===== src/rtl/line_sync_gen.sv =====
// Line-timing transmitter: HSYNC pulse, indexed active window with valid/ready, blanking gap.
// Optional line counter output enabled by defining LINE_SYNC_GEN_LINE_CNT_EN.
module line_sync_gen #(
   parameter int DWIDTH     = 8,
   parameter int SYNC_LEN   = 2,
   parameter int FIRST_IDX  = 2,
   parameter int ACTIVE_LEN = 254,
   parameter int BLANK_LEN  = 4
`ifdef LINE_SYNC_GEN_LINE_CNT_EN
  ,parameter int LWIDTH     = 8
`endif
) (
   input  logic              clk,
   input  logic              rst_n,
   input  logic              start,
   input  logic              cont,
   input  logic              abort,
   output logic              hsync,
   output logic              pix_valid,
   input  logic              pix_ready,
   output logic [DWIDTH-1:0] pix_idx,
   output logic              line_done,
`ifdef LINE_SYNC_GEN_LINE_CNT_EN
   output logic              busy,
   output logic [LWIDTH-1:0] line_cnt
`else
   output logic              busy
`endif
);

   localparam int MAXLEN = (SYNC_LEN > BLANK_LEN) ? SYNC_LEN : BLANK_LEN;
   localparam int CW     = (MAXLEN > 1) ? $clog2(MAXLEN) : 1;
   localparam logic [DWIDTH-1:0] FIRST_V = DWIDTH'(FIRST_IDX);
   localparam logic [DWIDTH-1:0] LAST_V  = DWIDTH'(FIRST_IDX + ACTIVE_LEN - 1);
   localparam logic [CW-1:0]     SYNC_END  = CW'(SYNC_LEN - 1);
   localparam logic [CW-1:0]     BLANK_END = CW'(BLANK_LEN - 1);

   typedef enum logic [1:0] {
      S_IDLE,
      S_SYNC,
      S_ACTIVE,
      S_GAP
   } state_t;

   state_t            state_q, state_d;
   logic [CW-1:0]     cnt_q, cnt_d;
   logic [DWIDTH-1:0] idx_q, idx_d;
   logic              accept;
   logic              last_pix;

   always_ff @(posedge clk or negedge rst_n) begin
      if (!rst_n) begin
         state_q <= S_IDLE;
         cnt_q   <= '0;
         idx_q   <= '0;
      end else begin
         state_q <= state_d;
         cnt_q   <= cnt_d;
         idx_q   <= idx_d;
      end
   end

   always_comb begin
      state_d  = state_q;
      cnt_d    = cnt_q;
      idx_d    = idx_q;
      accept   = (state_q == S_ACTIVE) && pix_ready;
      last_pix = (idx_q == LAST_V);
      case (state_q)
         S_IDLE: begin
            if (start) begin
               state_d = S_SYNC;
               cnt_d   = '0;
            end
         end
         S_SYNC: begin
            if (cnt_q == SYNC_END) begin
               state_d = S_ACTIVE;
               cnt_d   = '0;
               idx_d   = FIRST_V;
            end else begin
               cnt_d = cnt_q + 1'b1;
            end
         end
         S_ACTIVE: begin
            if (accept) begin
               if (last_pix) begin
                  state_d = S_GAP;
                  cnt_d   = '0;
               end else begin
                  idx_d = idx_q + 1'b1;
               end
            end
         end
         S_GAP: begin
            if (cnt_q == BLANK_END) begin
               state_d = cont ? S_SYNC : S_IDLE;
               cnt_d   = '0;
            end else begin
               cnt_d = cnt_q + 1'b1;
            end
         end
         default: begin
            state_d = S_IDLE;
            cnt_d   = '0;
         end
      endcase
      // abort overrides everything, including a start seen in IDLE
      if (abort) begin
         state_d = S_IDLE;
         cnt_d   = '0;
      end
   end

   assign hsync     = (state_q == S_SYNC);
   assign pix_valid = (state_q == S_ACTIVE);
   assign busy      = (state_q != S_IDLE);
   assign pix_idx   = idx_q;
   assign line_done = accept && last_pix;

`ifdef LINE_SYNC_GEN_LINE_CNT_EN
   logic [LWIDTH-1:0] line_cnt_q;

   always_ff @(posedge clk or negedge rst_n) begin
      if (!rst_n) begin
         line_cnt_q <= '0;
      end else if (line_done) begin
         line_cnt_q <= line_cnt_q + 1'b1;
      end
   end

   assign line_cnt = line_cnt_q;
`endif

endmodule


===== config.mk =====
export PLATFORM = sky130hd
export DESIGN_NAME = line_sync_gen
export DESIGN_NICKNAME = d
export VERILOG_FILES = /design/src/rtl/line_sync_gen.sv
export SDC_FILE = /design/constraint.sdc
export NUM_CORES = 1
export LEC_CHECK = 0
export CAP_MARGIN = 20
export CORE_MARGIN = 10
export CORE_UTILIZATION = 52
export DETAILED_ROUTE_END_ITERATION = 10
export GPL_ROUTABILITY_DRIVEN = 1
export PLACE_DENSITY = 0.81
export SLEW_MARGIN = 20
export SYNTH_ARGS = -nofsm -noshare
export SYNTH_HDL_FRONTEND = slang
export SYNTH_SLANG_ARGS = --single-unit

===== constraint.sdc =====
create_clock -name clk -period 2.7 [get_ports clk]
set_input_delay 0.54 -clock clk [delete_from_list [all_inputs] [get_ports clk]]
set_output_delay 0.54 -clock clk [all_outputs]
set_load 0.05 [all_outputs]

==> results.py <==
metrics = {
    "status": {
        "outcome": "complete, no violations",
    },
    "synthesis": {
        "syn-cell-area_um2": 822,
        "async_flop_share_pct": 100,
        "ys_seq_elements": 12,
        "syn_avg_cell_area_um2": 9.67,
        "synthDistinctLibCells": 29,
        "synth_edf_count": 0,
        "yosys_warnings": 0,
        "yosysTopAreaCell": "dfrtp_1",
        "synth_top_cell_area_share_pct": 36.5,
        "synth_area_leaders": "dfrtp_1, ha_1, o21ai_0",
        "ys_seq_area_share_pct": 36.5,
        "syn-num-nets": 99,
        "synthFlopType": "dfrtp_1",
        "syn_inst": 85,
    },
    "power_and_ir_drop": {
        "p_clk_share_pct": 11.7,
        "leakage_nw": 0.449,
        "seqPwrFrac_pct": 30.5,
        "p_int_mw": 0.459,
        "power.net_switching_mw": 0.448,
        "switching_share_pct": 49.4,
        "ir_worst_vdd_uv": 667,
        "p_per_area_mw_per_mm2": 874,
        "comb_power_share_pct": 57.8,
    },
    "clock_tree": {
        "cts_sinks": 12,
        "clk_pin_slew_ns": 0.07,
        "ctsLongestPathBuffers": 2,
        "cts_tree": "built",
        "htreeDepth": 1,
        "clk_latency_ns": 0.27,
        "post_cts_resized": 0,
        "post_cts_buffers": 0,
        "cts_made_buffers": 3,
        "cts_root_buffer": "clkbuf_4",
        "ctsHoldBuffers": 0,
    },
    "sta": {
        "rsz0062_at_grt": "false",
        "post-route-period-util_pct": 91.4,
        "worst_slew_pin_slew_ns": 0.551,
        "period_needed_ns": 2.47,
        "hold_viol": 0,
        "final_max_slew_viol_count": 0,
        "tns_ns": 0,
        "skew_ns": 0.00456,
        "finalSetupViolations": 0,
        "slew_headroom_pct": 63.2,
        "fmax_mhz": 405,
    },
    "floorplanning": {
        "rows": 14,
        "die_w_um": 59.8,
        "ios": 18,
        "die-area_mm2": 0.00357,
        "core_mm2": 0.00151,
        "dieHeight_um": 59.8,
        "start_util_pct": 54.6,
    },
    "grt": {
        "grt_pass1_wl_um": 3430,
        "grtUsageTotal_pct": 12.4,
        "grt_max_degree": 13,
        "grt_overflow_total": 0,
        "antenna_found_initial": 0,
        "grt_pass1_vias": 771,
    },
    "critical_path": {
        "cp_cell_sequence": "inv_1 -> ha_1 -> clkdlybuf4s50_1",
        "rr_worst_depth": 6,
        "rr_endpoint": "pix_idx[6]",
        "timing.rr.start": "state_q[0]",
        "regToRegSetupSlack_ns": 0.77,
        "slowest_delay_ns": 0.85,
        "crit_type": "register to output pin",
        "cp-start-kind": "register",
        "worstSetupEndpointType": "output pin",
        "critPathMaxFanout": 6,
        "critPathRequiredTime_ns": 2.16,
        "critPathSlowestCell": "clkdlybuf4s50_1",
        "crit_arrival_ns": 1.93,
    },
    "placement": {
        "portBuffers": 17,
        "hpwlAfterDp_um": 1580,
        "place_congestion": 0.818,
        "dpl_cell_area_mm2": 0.00102,
    },
    "min_path": {
        "min_to": "pix_idx[7]",
        "hold_start": "pix_idx[7]",
        "hp-class": "register to register",
        "hold_depth": 1,
    },
    "layout": {
        "most-common-layout-cells": "clkdlybuf4s50_1, dfrtp_1, o21ai_0",
        "final_nets": 120,
        "final_area_mm2": 0.00104,
        "utilization_pct": 68.9,
        "area_growth_pct": 26.3,
        "layout_commonest_cell": "clkdlybuf4s50_1",
        "drive_gt1_share_pct": 11.5,
        "num_antenna_cells": 0,
    },
    "routing": {
        "route.detailed.drc": 0,
        "drt-vias-per-instance": 6.15,
        "ant_nets": 0,
        "post_drt_wl_per_cell_um": 16.5,
        "first_iter_violations": 16,
        "drtPass1Iterations": 4,
        "num_vias": 738,
        "postRouteWirelength_um": 1980,
    },
    "run": {
        "drv_cap": 0,
    },
}
how the worst max path moves through the flow:
| stage | startpoint | end | slack [ns] | depth (start not counted) |
|---|---|---|---|---|
| 2_1_floorplan | state_q[0] | line_done | 0.21 | 4 |
| 3_3_place_gp | state_q[0] | pix_valid | 0.56 | 3 |
| 3_5_place_dp | pix_ready | pix_idx[6] | 0.52 | 5 |
| 4_1_cts | state_q[0] | pix_valid | 0.22 | 3 |
| 5_1_grt | state_q[0] | pix_valid | 0.11 | 3 |
| 6_report | state_q[0] | pix_valid | 0.23 | 3 |
per-stage QoR:
| step | hold WS, ns | worst slack, ns | power (mW) | instances |
|---|---|---|---|---|
| after floorplan | 0.244 | 0.214 | 0.654 | 85 |
| after global placement | 0.534 | 0.562 | 0.782 | 117 |
| after detailed placement | 0.546 | 0.517 | 0.806 | 117 |
| after CTS | 0.562 | 0.221 | 0.917 | 120 |
| after global routing | 0.596 | 0.115 | 0.980 | 120 |
| final | 0.550 | 0.232 | 0.908 | 120 |
synthesized netlist by cell type (2+ instances only):
| master | number |
|---|---|
| o21ai_0 | 9 |
| nand2_1 | 5 |
| nor3_1 | 2 |
| dfrtp_1 | 12 |
| ha_1 | 8 |
| inv_1 | 7 |
| mux2i_1 | 2 |
| o31ai_1 | 3 |
| nand2b_1 | 4 |
| nor2_1 | 5 |
| o41ai_1 | 2 |
| a31oi_1 | 3 |
| nand3_1 | 4 |
| nor3_2 | 2 |
| a21oi_1 | 3 |
layer usage:
metal	global-route usage [%]	vias to the layer above	share of wire (%)
met5	0	-	0
met4	6.73	0	2.7
met3	4.87	7	8.0
met2	21.0	24	50
met1	12.5	355	39
li1	-	352	-
flip-flops by register name (all words and copies together), names as in the netlist:
signal,flops
pix_idx,8
cnt_q,2
state_q,2
cell families (layout without fill, tap and decap cells):
kind of cell / count (synthesis) / count (layout) / synth area share (%)
simple gates: 28 / 28 / 19.8
compound gates: 24 / 24 / 20.9
buf+inv: 9 / 28 / 5.02
mux: 4 / 4 / 5.63
flops: 12 / 12 / 36.5
fa+ha+maj: 8 / 8 / 12.2
area by class of cell:
cell class,instances,area [µm²]
Clock buffer,3,22.5
Fill cell,124,468
Inverter,8,30.0
Multi-Input combinational cell,64,485
Sequential cell,12,300
Tap cell,16,20.0
Timing Repair Buffer,17,180
power groups by stage:
stage	clock network [mW]	registers (mW)	logic, mW
after floorplan	0	0.341	0.313
final	0.106	0.276	0.525
after detailed placement	0	0.278	0.527
after global routing	0.116	0.285	0.579
after CTS	0.111	0.276	0.530
after global placement	0	0.273	0.509
critical path: cells and delay by family (launching register included):
family / cells / cell delay (ns)
adder cells (fa/ha/maj): 1 / 0.27
buffers and inverters: 2 / 0.96
flip-flops: 1 / 0.42
Note: power is estimated with default switching activity, not from simulation.
